[config.mk]
export PLATFORM = sky130hd
export DESIGN_NAME = sprite_fetch
export DESIGN_NICKNAME = d
export VERILOG_FILES = /design/src/rtl/sprite_fetch.sv
export SDC_FILE = /design/constraint.sdc
export NUM_CORES = 1
export LEC_CHECK = 0
export ABC_AREA = 0
export CORE_MARGIN = 1
export CORE_UTILIZATION = 40
export DETAILED_ROUTE_END_ITERATION = 6
export HOLD_SLACK_MARGIN = 0.02
export PLACE_DENSITY = 0.58
export SLEW_MARGIN = 20
export SYNTH_ARGS = -nofsm -noshare
export SYNTH_HDL_FRONTEND = slang
export SYNTH_SLANG_ARGS = --single-unit
[constraint.sdc]
create_clock -name Clk -period 9.6 [get_ports Clk]
set_clock_uncertainty 0.15 [all_clocks]
set_input_delay 2.88 -clock Clk [delete_from_list [all_inputs] [get_ports Clk]]
set_output_delay 2.88 -clock Clk [all_outputs]
set_load 0.01 [all_outputs]
[src/rtl/sprite_fetch.sv]
`default_nettype none
// +----------------------------------------------------------------------------+
// | sprite_fetch : walks one TILE_W x TILE_H frame of a sprite-sheet ROM and     |
// |                streams its pixels with a valid/ready handshake.             |
// | Optional     : SPRITE_FETCH_KEY_EN builds the transparent-key comparator.    |
// | Revision     : 1.0  initial release                                         |
// +----------------------------------------------------------------------------+
module sprite_fetch #(
  parameter int         SHEET_W   = 256,
  parameter int         TILE_W    = 32,
  parameter int         TILE_H    = 32,
  parameter int         ADDR_W    = 20,
  parameter logic [7:0] KEY_COLOR = 8'h00,
  localparam int        COL_W     = $clog2(SHEET_W / TILE_W),
  localparam int        XW        = $clog2(TILE_W),
  localparam int        YW        = $clog2(TILE_H)
) (
  input  logic              Clk,
  input  logic              Reset,
  input  logic              start,
  input  logic [COL_W-1:0]  frame_col,
  input  logic [3:0]        frame_row,
  input  logic              flip_x,
  output logic              busy,
  output logic              done,
  output logic [ADDR_W-1:0] R_ADDR,
  input  logic [7:0]        rom_data,
  output logic              pix_valid,
  input  logic              pix_ready,
  output logic [7:0]        pix_data,
  output logic [XW-1:0]     pix_x,
  output logic [YW-1:0]     pix_y,
  output logic              pix_opaque
);

  typedef enum logic [1:0] {S_IDLE = 2'd0, S_FETCH = 2'd1, S_DRAIN = 2'd2} state_t;

  localparam logic [XW-1:0] c_X_MAX = XW'(TILE_W - 1);
  localparam logic [YW-1:0] c_Y_MAX = YW'(TILE_H - 1);

  state_t           r_state;
  logic [COL_W-1:0] r_col;
  logic [3:0]       r_row;
  logic             r_flip;
  logic [XW-1:0]    r_x, r_iss_x, r_rd_x;
  logic [YW-1:0]    r_y, r_iss_y, r_rd_y;
  logic             r_iss, r_rd;
  logic [7:0]       r_fd [2];
  logic [XW-1:0]    r_fx [2];
  logic [YW-1:0]    r_fy [2];
  logic             r_wp, r_rp;
  logic [1:0]       r_fcnt;

  logic             w_pop, w_out_free, w_from_fifo, w_ld, w_push, w_fpop;
  logic             w_room, w_last, w_ld_opq;
  logic [2:0]       w_owned;
  logic [7:0]       w_ld_data;
  logic [XW-1:0]    w_ld_x;
  logic [YW-1:0]    w_ld_y;

  function automatic logic [ADDR_W-1:0] f_addr(input logic [COL_W-1:0] col,
                                               input logic [3:0] row, input logic flip,
                                               input logic [XW-1:0] x, input logic [YW-1:0] y);
    logic [XW-1:0] sx;
    sx = flip ? ~x : x;
    return (ADDR_W'(row) * ADDR_W'(TILE_H) + ADDR_W'(y)) * ADDR_W'(SHEET_W)
           + ADDR_W'(col) * ADDR_W'(TILE_W) + ADDR_W'(sx);
  endfunction

  // Every issued read owns a slot (output register + 2-entry buffer) until it leaves,
  // so a stall can never overflow the buffer while the two-stage read is in flight.
  assign w_pop       = pix_valid & pix_ready;
  assign w_out_free  = ~pix_valid | w_pop;
  assign w_owned     = {2'b00, pix_valid} + {1'b0, r_fcnt} + {2'b00, r_rd} + {2'b00, r_iss};
  assign w_room      = (w_owned - {2'b00, w_pop}) < 3'd3;
  assign w_last      = (w_owned == 3'd1) & w_pop;
  assign w_from_fifo = (r_fcnt != 2'd0);
  assign w_ld        = w_out_free & (w_from_fifo | r_rd);
  assign w_push      = r_rd & ~(w_out_free & ~w_from_fifo);
  assign w_fpop      = w_out_free & w_from_fifo;
  assign w_ld_data   = w_from_fifo ? r_fd[r_rp] : rom_data;
  assign w_ld_x      = w_from_fifo ? r_fx[r_rp] : r_rd_x;
  assign w_ld_y      = w_from_fifo ? r_fy[r_rp] : r_rd_y;
`ifdef SPRITE_FETCH_KEY_EN
  assign w_ld_opq    = (w_ld_data != KEY_COLOR);
`else
  assign w_ld_opq    = 1'b1;
`endif

  always_ff @(posedge Clk) begin
    if (Reset) begin
      r_state <= S_IDLE;
      busy    <= 1'b0;
      done    <= 1'b0;
      R_ADDR  <= '0;
      r_iss   <= 1'b0;
      r_iss_x <= '0;
      r_iss_y <= '0;
      r_x     <= '0;
      r_y     <= '0;
      r_col   <= '0;
      r_row   <= '0;
      r_flip  <= 1'b0;
    end else begin
      done  <= 1'b0;
      r_iss <= 1'b0;
      case (r_state)
        S_IDLE: begin
          // The origin read goes out on the accepting edge itself.
          if (start) begin
            r_col   <= frame_col;
            r_row   <= frame_row;
            r_flip  <= flip_x;
            R_ADDR  <= f_addr(frame_col, frame_row, flip_x, '0, '0);
            r_iss   <= 1'b1;
            r_iss_x <= '0;
            r_iss_y <= '0;
            r_x     <= XW'(1);
            r_y     <= '0;
            busy    <= 1'b1;
            r_state <= S_FETCH;
          end
        end
        S_FETCH: begin
          if (w_room) begin
            R_ADDR  <= f_addr(r_col, r_row, r_flip, r_x, r_y);
            r_iss   <= 1'b1;
            r_iss_x <= r_x;
            r_iss_y <= r_y;
            r_x     <= r_x + XW'(1);
            if (r_x == c_X_MAX) begin
              if (r_y == c_Y_MAX) r_state <= S_DRAIN;
              else                r_y     <= r_y + YW'(1);
            end
          end
        end
        S_DRAIN: begin
          if (w_last) begin
            busy    <= 1'b0;
            done    <= 1'b1;
            r_state <= S_IDLE;
          end
        end
        default: r_state <= S_IDLE;
      endcase
    end
  end

  always_ff @(posedge Clk) begin
    if (Reset) begin
      r_rd       <= 1'b0;
      r_rd_x     <= '0;
      r_rd_y     <= '0;
      r_wp       <= 1'b0;
      r_rp       <= 1'b0;
      r_fcnt     <= 2'd0;
      pix_valid  <= 1'b0;
      pix_data   <= 8'h00;
      pix_x      <= '0;
      pix_y      <= '0;
      pix_opaque <= 1'b0;
    end else begin
      r_rd   <= r_iss;
      r_rd_x <= r_iss_x;
      r_rd_y <= r_iss_y;
      if (w_out_free) begin
        pix_valid <= w_ld;
        if (w_ld) begin
          pix_data   <= w_ld_data;
          pix_x      <= w_ld_x;
          pix_y      <= w_ld_y;
          pix_opaque <= w_ld_opq;
        end else begin
          pix_opaque <= 1'b0;
        end
      end
      if (w_push) begin
        r_fd[r_wp] <= rom_data;
        r_fx[r_wp] <= r_rd_x;
        r_fy[r_wp] <= r_rd_y;
        r_wp       <= ~r_wp;
      end
      if (w_fpop) r_rp <= ~r_rp;
      r_fcnt <= r_fcnt + {1'b0, w_push} - {1'b0, w_fpop};
    end
  end

endmodule
`default_nettype wire

# ---- Word-level counts from Yosys, hierarchy flattened
# Memories as Yosys holds them, arrays and structs flattened. A register that Yosys moved wholly into a read port is not among the register bits.
# Cells that the tools add are included.
dict set report classes {
  add_sub_neg 13
  order_cmp 1
  eq_ne 11
  muxes 43
  n_bitwise 15
  reduce_logical 11
}
# op n
set ops {}
lappend ops {{5-bit 2-to-1 mux} 12}
lappend ops {{20-bit 2-to-1 mux} 2}
lappend ops {{20-bit one-hot mux with 2 select lines} 1}
lappend ops {{5-bit one-hot mux with 2 select lines} 4}
lappend ops {{19-bit by 5-bit adder with 20-bit output} 1}
lappend ops {{18-bit by 5-bit adder with 19-bit output} 1}
lappend ops {{18-bit by 8-bit adder with 19-bit output} 1}
lappend ops {{17-bit by 8-bit adder with 18-bit output} 1}
lappend ops {{1-bit 2-to-1 mux} 15}
lappend ops {{2-bit inequality test (second input constant)} 6}
lappend ops {{5-bit by 1-bit adder with 5-bit output (second input constant)} 2}
lappend ops {{9-bit by 5-bit adder with 10-bit output} 1}
lappend ops {{5-bit == test (second input constant)} 2}
lappend ops {{2-bit 2-to-1 mux} 5}
lappend ops {{5-bit AND reduction} 2}
lappend ops {{8-bit 2-to-1 mux} 1}
lappend ops {{3-bit by 1-bit adder with 3-bit output} 2}
lappend ops {{1-bit bitwise AND} 6}
lappend ops {{1-bit NOT} 6}
lappend ops {{2-bit one-hot mux with 3 select lines} 1}
lappend ops {{3-bit AND reduction} 2}
lappend ops {{2-bit nonzero test} 3}
lappend ops {{5-bit NOT} 1}
lappend ops {{1-bit one-hot mux with 2 select lines} 2}
lappend ops {{other kinds (12)} 14}
dict set report word_totals {
  regBits 88
  ramBits 36
  out_inout_bits 42
  word_cells 120
  mem_count 3
}
# name depth word_bits read_ports rd_clocked_by_memory_dff wr line_no
set mem_list {}
lappend mem_list {r_fd 2 8 1 1 1 48} ;# logic [7:0] r_fd [2];
lappend mem_list {r_fx 2 5 1 1 1 49} ;# logic [XW-1:0] r_fx [2];
lappend mem_list {r_fy 2 5 1 1 1 50} ;# logic [YW-1:0] r_fy [2];

# ---- Depth between registers and ports, before layout
# Gate-level depths: netlist (run 1).
dict set report logic_depth {
  depth_word 8
  mapped_depth 10
  mapped_depth_nobuf 9
}

# ---- Least setup slack after synthesis (run 1)
# Ideal clock, no wire load.
dict set report synth_path {
  path_kind {input port to flip-flop}
  startpoint {input pix_ready}
  endpoint {memory r_fd[1][0] (enable)}
  arrival_time_ns 4.669
  required_ns 9.030
  setup_slack_ns 4.361
  stages 3
  n_path_buf 0
  path_cell_list {nor2b_1 > o31ai_1 > nor3b_1}
}
dict set report synth_between {
  elab_chain_cells 8
}
# item line_no
set synth_lines {}
lappend synth_lines {{start: declaration} 29} ;# input logic pix_ready,
lappend synth_lines {{1-bit bitwise AND} 72} ;# assign w_pop = pix_valid & pix_ready;
lappend synth_lines {{1-bit OR} 73} ;# assign w_out_free = ~pix_valid | w_pop;
lappend synth_lines {{1-bit bitwise AND} 79} ;# assign w_push = r_rd & ~(w_out_free & ~w_from_fifo);
lappend synth_lines {{1-bit NOT} 79}
lappend synth_lines {{1-bit bitwise AND} 79}
lappend synth_lines {{1-bit 2-to-1 mux} 177} ;# if (w_push) begin
lappend synth_lines {{1-bit 2-to-1 mux} 150} ;# if (Reset) begin
lappend synth_lines {{1-bit 2-to-1 mux (implied by the code)} 178} ;# r_fd[r_wp] <= rom_data;
lappend synth_lines {{end: declaration} 48}
# No other way between the ends.

# ---- Worst setup path in the final report (run 1)
dict set report layout_path {
  startpoint {input pix_ready}
  endpoint {register r_y[4]}
}
dict set report layout_between {
  elab_chain_cells 5
}
# item line_no
set layout_lines {}
lappend layout_lines {{1-bit bitwise AND} 72}
lappend layout_lines {{3-bit by 1-bit subtractor with 3-bit output} 75} ;# assign w_room = (w_owned - {2'b00, w_pop}) < 3'd3;
lappend layout_lines {{3-bit by 2-bit < comparator with 1-bit output} 75}
lappend layout_lines {{2-bit inequality test (no line)} --}
lappend layout_lines {{5-bit AND reduction (no line)} --}
lappend layout_lines {{end signal: assignment} 133} ;# else r_y <= r_y + YW'(1);
lappend layout_lines {{end: declaration} 46} ;# logic [YW-1:0] r_y, r_iss_y, r_rd_y;
# No other way between the ends.
# A chain may end at the register's enable or synchronous reset.

==> impl_metrics.json, run 1 <==
{
  "synth_top_family_by_area": "simple AND/OR/NAND/NOR gates",
  "die-width_um": 110,
  "grt_pass1_wl_um": 15500,
  "dp_hpwl_um": 5860,
  "synth_compound_area_share_pct": 14.0,
  "cts_root_buf": "clkbuf_16",
  "tightest_slew_ps": 864,
  "synth_enable_flop_cells": 36,
  "syn_to_final_growth_pct": 28.1,
  "fin_area_um2": 6020,
  "worstHoldStart": "r_iss_x[4]",
  "max_slew_margin_pct": 42.4,
  "clock_sink_count": 116,
  "antennaDiodeCount": 0,
  "critical_path_class": "in2reg",
  "cts_made_buffers": 17,
  "critical_path.max_fanout": 14,
  "place.gp.congestion": 0.778,
  "min_path_type": "reg2reg",
  "maxCapViolCount": 0,
  "final_common_cell": "dfxtp_1",
  "layout.nets": 514,
  "yosysWarnings": 0,
  "fin_setup_tns_ps": 0,
  "cp_data_required_time_ps": 9790,
  "syn_area_per_cell_um2": 11.0,
  "hold_viol": 0,
  "ir_drop_uv": 143,
  "p_per_area_nw_per_um2": 285,
  "syn-cell-area_um2": 4700,
  "p_total_uw": 1710,
  "antenna_left": 0,
  "die-area_um2": 12200,
  "p_leak_uw": 0.00225,
  "reg2reg_from": "r_fcnt[0]",
  "reg2reg_slack_ps": 6030,
  "clk_pin_slew_worst_paths_ps": 60,
  "cts_setup_buffers": 0,
  "wl_um": 9420,
  "ios": 62,
  "initial_core_util_pct": 41.1,
  "cts_buffer_depth": 2,
  "grt_max_degree": 62,
  "synth_cell_types": 47,
  "syn_inst": 426,
  "cts_tree": "yes",
  "drc": 0,
  "ff2ff_path_depth": 10,
  "routed_via_density": 5.01,
  "grt_pass1_vias": 3113,
  "cts.htree.levels": 4,
  "grt_usage_pct": 17.1,
  "holdPathStages": 2,
  "placed_cells": 607,
  "hold_buffers": 0,
  "antenna_found_initial": 0,
  "synthSimpleGateAreaFrac_pct": 14.9,
  "synthFlopType": "dfxtp_1",
  "holdPathEnd": "r_iss_x[4]",
  "place_area_um2": 5370,
  "reg2reg_to": "r_y[4]",
  "rsz0062_at_grt": "false",
  "crit_path_start_kind": "primary input",
  "ys_seq_area_share_pct": 57.1,
  "final_cell_mix": "dfxtp_1, clkdlybuf4s50_1, a21oi_1, nand2_1, edfxtp_1",
  "slew_viol_final": 0,
  "synthArstFlopShare_pct": 0,
  "synth_mux_area_share_pct": 4.05,
  "via_count": 3204,
  "drt-initial-drc-count": 127,
  "fin_crit_sh_pct": 54.0,
  "cp.arrival_ps": 5380,
  "post_drt_wl_per_cell_um": 14.7,
  "drt-pass1-iter-count": 4,
  "die_y_um": 110,
  "final_cells": 639,
  "drive_above_1_share_pct": 13.3,
  "synthAdderAreaFrac_pct": 3.25,
  "clkLatencyLatePin_ps": 410,
  "ys_ff_latch": 116,
  "gr-total-overflow": 0,
  "core_um2": 11400,
  "num_rows": 39,
  "finalCriticalPeriod_ps": 5190,
  "synth_xor_area_share_pct": 2.58,
  "portBuffers": 58,
  "setup.worst_path.end_class": "register",
  "max_freq_mhz": 193,
  "status": "completed",
  "post_cts_resized": 0,
  "finalSetupViolations": 0,
  "holdWs_ps": 294
}
-- registers in the layout (all words and copies together) (netlist names), 4 cells and up, named ones only --
name      flops
R_ADDR       17
r_fd         16
r_fx         10
r_fy         10
pix_data      8
pix_x         5
pix_y         5
r_iss_x       5
r_rd_x        5
r_rd_y        5
r_x           5
r_y           5
r_row         4
-- synth_stat cells (all sizes together) (3+ instances only) --
| master | count | area [µm²] |
|---|---|---|
| and3 | 10 | 62.6 |
| xnor2 | 4 | 35.0 |
| clkbuf | 10 | 37.5 |
| ha | 9 | 113 |
| inv | 6 | 22.5 |
| nand2 | 36 | 135 |
| nor2 | 42 | 180 |
| edfxtp | 36 | 1080 |
| xor2 | 9 | 86.3 |
| o31ai | 3 | 36.3 |
| a311oi | 8 | 120 |
| buf | 20 | 128 |
| o2bb2ai | 18 | 158 |
| dfxtp | 80 | 1600 |
| o21ai | 14 | 70.1 |
| nand3 | 8 | 45.0 |
| mux2i | 19 | 190 |
| a21o | 7 | 52.6 |
| nor2b | 15 | 93.8 |
| nand3b | 5 | 37.5 |
| nand4 | 5 | 31.3 |
| a21oi | 36 | 180 |
| nor3 | 5 | 25.0 |
-- stage by stage --
stage	utilization [%]	worst slack, ps
3_5_place_dp	47.0	3990
6_report	52.7	4410
4_1_cts	52.7	4430
5_1_grt	52.7	4200
2_1_floorplan	-	4360
3_3_place_gp	47.0	4070
-- area by class of cell --
| class | instances | area (µm²) |
|---|---|---|
| fillers | 1056 | 5400 |
| flip-flops and latches | 116 | 2680 |
| multi-input cells | 276 | 1850 |
| repair buffers | 66 | 636 |
| clock buffers | 18 | 439 |
| clock inverters | 14 | 209 |
| well taps | 143 | 179 |
| inverters | 6 | 22.5 |
-- report_power, final --
group	internal (µW)	switching (µW)
registers	563	58.7
logic	189	217
clock network	465	221
-- worst max-delay path: stages --
cell	delay, ps
clkdlybuf4s50_1	420
and2_1	180
ha_1	180
ha_1	280
or2_1	290
a31oi_2	590
buf_4	300
o21ai_0	110
a21oi_1	140
-- metal layers --
metal  up-vias  global-route usage [%]  share of wire, %
met5         -                       0                 0
met2        53                    26.7                47
met3        10                    5.53               3.3
li1       1626                       -                 -
met1      1515                    21.3                48
met4         0                    8.46               1.3
-- kinds of logic (layout without fill, tap and decap cells) --
family / after synthesis / after routing
AO/OA/AOI/OAI: 91 / 91
XOR/XNOR: 13 / 13
adder cells (fa/ha/maj): 11 / 11
buffers and inverters: 36 / 104
flip-flops: 116 / 116
multiplexers: 19 / 19
other: 1 / 3
AND/OR/NAND/NOR: 139 / 139
-- worst max path at each step --
| stage | from | end | cells after the start |
|---|---|---|---|
| CTS | pix_ready | r_y[4] | 9 |
| global placement | pix_ready | r_y[1] | 9 |
| detailed placement | pix_ready | r_y[4] | 9 |
| finish | pix_ready | r_y[4] | 9 |
| global route | pix_ready | r_y[4] | 9 |
| floorplan | pix_ready | r_fd[1][0] | 3 |
Power figures use the tool's default switching activity.
==> run 2: changes to the inputs <==
- clock period: 9.6 -> 5.3 ns (I/O delays scaled with it)
==> impl_metrics.json, run 2 (synthesis results as in run 1) <==
{
  "status": "completed",
  "max_freq_mhz": 282,
  "finalSetupViolations": 0,
  "drt-pass1-iter-count": 4,
  "routed_via_density": 5.13,
  "place.gp.congestion": 0.736,
  "fin_crit_sh_pct": 67.0,
  "route.met3.wl_um": 341,
  "cts_tree": "yes",
  "final_cell_mix": "dfxtp_1, clkdlybuf4s50_1, a21oi_1, nand2_1, edfxtp_1",
  "finalCriticalPeriod_ps": 3550,
  "p_per_area_nw_per_um2": 492,
  "maxCapViolCount": 0,
  "min_path_type": "reg2reg",
  "cp-endpoint": "r_iss_x[1]",
  "fin_setup_tns_ps": 0,
  "dpl_worst_slack_ps": 1350,
  "grt_pass1_vias": 3216,
  "placed_cells": 607,
  "p_leak_uw": 0.00220,
  "top_register": "R_ADDR",
  "die_y_um": 110,
  "cts.htree.levels": 4,
  "cts_root_buf": "clkbuf_16",
  "hold_buffers": 0,
  "fill_cells": 1060,
  "die-area_um2": 12200,
  "slew_viol_final": 0,
  "p_total_uw": 2910,
  "ir_drop_uv": 263,
  "reg.largest.list": "R_ADDR (17), r_fd (16)",
  "wl_um": 9560,
  "drt-initial-drc-count": 116,
  "reg2reg_slack_ps": 2050,
  "wl_met2_um": 4540,
  "hold_viol": 0,
  "final_cells": 638,
  "post_cts_resized": 0,
  "dp_hpwl_um": 6030,
  "core_um2": 11400,
  "critical_path.max_fanout": 27,
  "rsz0062_at_grt": "false",
  "cts_made_buffers": 17,
  "startpoint": "pix_ready",
  "cp_data_required_time_ps": 5450,
  "antenna_left": 0,
  "num_rows": 39,
  "holdWs_ps": 294,
  "ios": 62,
  "via_count": 3272,
  "grt_usage_pct": 17.7,
  "portBuffers": 58,
  "reg2reg_from": "r_fcnt[0]",
  "syn_to_final_growth_pct": 25.8,
  "post_drt_wl_per_cell_um": 15.0,
  "top_layer_used": "met4",
  "cp.arrival_ps": 3700,
  "clkLatencyLatePin_ps": 410,
  "final_common_cell": "dfxtp_1",
  "clk_pin_slew_worst_paths_ps": 50,
  "timing.final.ws_setup_ps": 1750,
  "largest_reg_flops": 17,
  "ff2ff_path_depth": 10,
  "grt_pass1_wl_um": 15900,
  "setup.worst_path.end_class": "register",
  "drive_above_1_share_pct": 12.9,
  "grt_max_degree": 41,
  "wirelength_met1_um": 4480,
  "crit_path_start_kind": "primary input",
  "reg2reg_to": "r_iss_x[1]",
  "gr-total-overflow": 0,
  "critical_path_class": "in2reg",
  "antenna_found_initial": 0,
  "drc": 0,
  "cts_setup_buffers": 0,
  "layout.nets": 514,
  "tightest_slew_ps": 892,
  "clock_sink_count": 116,
  "initial_core_util_pct": 41.1,
  "die-width_um": 110,
  "cts_buffer_depth": 2,
  "max_slew_margin_pct": 40.5,
  "antennaDiodeCount": 0
}
==> run 2: cell count changes in the layout (fill, tap and decap cells not counted), sizes merged <==
cell / change
bufinv: -4
clkbuf: +2
clkinv: +1
==> run 2: report_power, final <==
| part | switching (µW) | internal [µW] | leakage, µW | total (µW) |
|---|---|---|---|---|
| logic | 396 | 344 | 0.000969 | 740 |
| registers | 110 | 1020 | 0.000969 | 1130 |
| clock network | 378 | 657 | 0.000265 | 1040 |
==> run 2: cell type report <==
| type | instances | area, µm² | area share, % |
|---|---|---|---|
| sequential | 116 | 2680 | 45.4 |
| multi-input combinational | 276 | 1850 | 31.2 |
| timing repair buffer | 66 | 636 | 10.8 |
| clock buffer | 20 | 457 | 7.73 |
| tap | 143 | 179 | 3.03 |
| clock inverter | 11 | 86.3 | 1.46 |
| inverter | 6 | 22.5 | 0.381 |
==> run 2: critical path, cell delays in order <==
cell             delay (ps)
clkdlybuf4s50_1         410
and2_1                  180
ha_1                    190
ha_1                    230
xnor2_1                 400
o31ai_4                  70
buf_4                   260
and3_1                  220
a21o_1                  140
==> run 2: how the worst min path moves through the flow <==
stage,endpoint,slack [ps],cells after the start,startpoint
after global placement,r_fy[0][4],290,0,r_rd_y[4]
after detailed placement,r_iss_x[4],290,2,r_iss_x[4]
after floorplan,r_fx[0][0],280,0,r_rd_x[0]
after CTS,r_iss_x[4],300,2,r_iss_x[4]
final,r_iss_x[4],290,2,r_iss_x[4]
after global routing,r_fx[1][1],320,0,r_rd_x[1]
==> run 2: metrics by stage <==
step           instance area (µm²)  util (%)
4_1_cts                       5910      51.8
6_report                      5910      51.8
3_3_place_gp                  5370      47.0
2_1_floorplan                 4700         -
3_5_place_dp                  5370      47.0
5_1_grt                       5910      51.8
==> run 2: per-layer routing <==
| layer | global-route usage, % | vias to the layer above |
|---|---|---|
| met5 | 0 | - |
| met4 | 8.27 | 0 |
| met3 | 5.41 | 17 |
| met2 | 28.3 | 76 |
| met1 | 21.7 | 1554 |
| li1 | - | 1625 |
==> run 3: changes to the inputs <==
- clock period: 5.3 -> 3.6 ns (I/O delays scaled with it)
==> impl_metrics.json, run 3 (synthesis results as in run 1) <==
{
  "status": "completed",
  "dpl_worst_slack_ps": 226,
  "fill_cells": 1034,
  "drt-pass1-iter-count": 4,
  "grt_usage_pct": 17.7,
  "reg.largest.list": "R_ADDR (17), r_fd (16)",
  "hold_viol": 0,
  "power.switching_uw": 1340,
  "worstHoldStart": "r_iss_x[4]",
  "fin_crit_sh_pct": 87.5,
  "cts.htree.levels": 4,
  "p_leak_uw": 0.00225,
  "final_cell_mix": "dfxtp_1, clkdlybuf4s50_1, a21oi_1, nand2_1, edfxtp_1",
  "p_int_uw": 3140,
  "cts_made_buffers": 17,
  "fin_area_um2": 6020,
  "cts_root_buf": "clkbuf_16",
  "ir_drop_uv": 470,
  "dp_hpwl_um": 6000,
  "via_count": 3259,
  "power_frac_seq_pct": 37.0,
  "core_um2": 11400,
  "holdPathStages": 2,
  "slew_viol_final": 0,
  "drive_above_1_share_pct": 13.8,
  "reg2reg_slack_ps": 450,
  "post_cts_resized": 0,
  "drc": 0,
  "grt_max_degree": 38,
  "gr-total-overflow": 0,
  "place_area_um2": 5420,
  "die-width_um": 110,
  "portBuffers": 58,
  "reg2reg_to": "r_y[3]",
  "maxCapViolCount": 0,
  "initial_core_util_pct": 41.1,
  "crit_slowest_cell": "or4_1",
  "ff2ff_path_depth": 9,
  "antenna_left": 0,
  "cp_cell_sequence": "fa_1 > ha_1 > inv_1 > fa_1 > ha_1 > xor2_2 > nand3_2 > or4_1 > a21boi_1",
  "antennaDiodeCount": 0,
  "power_frac_comb_pct": 25.1,
  "final_util_pct": 52.7,
  "cts_tree": "yes",
  "grt_pass1_wl_um": 15900,
  "drt-initial-drc-count": 110,
  "tightest_slew_ps": 757,
  "finalSetupViolations": 0,
  "post_drt_wl_per_cell_um": 14.8,
  "critical_path_buf_inv_count": 1,
  "critical_path_class": "reg2reg",
  "hold_buffers": 0,
  "top_register": "R_ADDR",
  "clk_pin_slew_worst_paths_ps": 50,
  "reg2reg_from": "r_fcnt[0]",
  "cts_setup_buffers": 0,
  "holdPathEnd": "r_iss_x[4]",
  "clkLatencyLatePin_ps": 410,
  "finalCriticalPeriod_ps": 3150,
  "min_path_type": "reg2reg",
  "path_delay_family": "adder cells",
  "die_y_um": 110,
  "die-area_um2": 12200,
  "largest_reg_flops": 17,
  "routed_via_density": 5.06,
  "grt_pass1_vias": 3218,
  "max_freq_mhz": 318,
  "wl_um": 9560,
  "cts_buffer_depth": 2,
  "max_slew_margin_pct": 49.4,
  "cp_data_required_time_ps": 3790,
  "ios": 62,
  "clock_sink_count": 116,
  "timing.final.ws_setup_ps": 452,
  "rsz0062_at_grt": "false",
  "crit_path_start_kind": "register",
  "layout.nets": 519,
  "fin_setup_tns_ps": 0,
  "final_common_cell": "dfxtp_1",
  "setup.worst_path.end_class": "register",
  "place.gp.congestion": 0.840,
  "p_sw_share_pct": 29.9,
  "p_per_area_nw_per_um2": 744,
  "num_rows": 39,
  "clkPwrFrac_pct": 37.9,
  "critical_path.max_fanout": 6,
  "max_stage_delay_ps": 540,
  "syn_to_final_growth_pct": 28.1,
  "antenna_found_initial": 0,
  "cp.arrival_ps": 3340
}
## run 3: changes by cell type in the layout (fill, tap and decap cells not counted), moves of 2 or more
| cell | delta |
|---|---|
| clkinv_2 | -4 |
| bufinv_16 | +2 |
| clkinv_4 | +2 |
| buf_4 | +4 |
## run 3: final cells by class
cell class	instances	area (µm²)	share of cell area, %
clock buffers	19	443	7.36
clock inverters	13	156	2.60
inverters	6	22.5	0.374
multi-input cells	276	1850	30.7
flip-flops and latches	116	2680	44.6
well taps	143	179	2.97
repair buffers	71	686	11.4
## run 3: layer usage
layer	GRT usage, %	routed length, µm	up-vias
li1	-	-	1643
met1	21.6	4580	1547
met2	28.7	4500	57
met3	5.17	332	12
met4	8.27	147	0
met5	0	0	-
## run 3: stage by stage
step                std cells  total power, µW  hold slack (ps)
floorplan                 428             2400              276
global placement          612             2810              284
detailed placement        612             2820              295
CTS                       644             4530              303
global route              644             4730              326
finish                    644             4480              302
## run 3: worst max path at each step
stage	start	endpoint	slack (ps)	cells after the start
final	r_fcnt[0]	r_y[3]	450	9
after global routing	r_fcnt[0]	r_y[3]	220	9
after detailed placement	pix_ready	r_y[3]	230	8
after floorplan	pix_ready	r_fd[1][0]	160	3
after global placement	pix_ready	r_y[3]	260	8
after CTS	r_fcnt[0]	r_iss_x[0]	430	10
## run 3: worst min-delay path, stage by stage, from the launching register on
cell,delay (ps)
dfxtp_1,300
nand2_1,50
a21oi_1,50
## run 3: power by group through the flow
stage / combinational, µW / sequential [µW] / clock (µW)
after global routing: 1260 / 1680 / 1790
after global placement: 1120 / 1690 / 0
final: 1120 / 1660 / 1700
after floorplan: 750 / 1650 / 0
after detailed placement: 1130 / 1690 / 0
after CTS: 1140 / 1660 / 1730
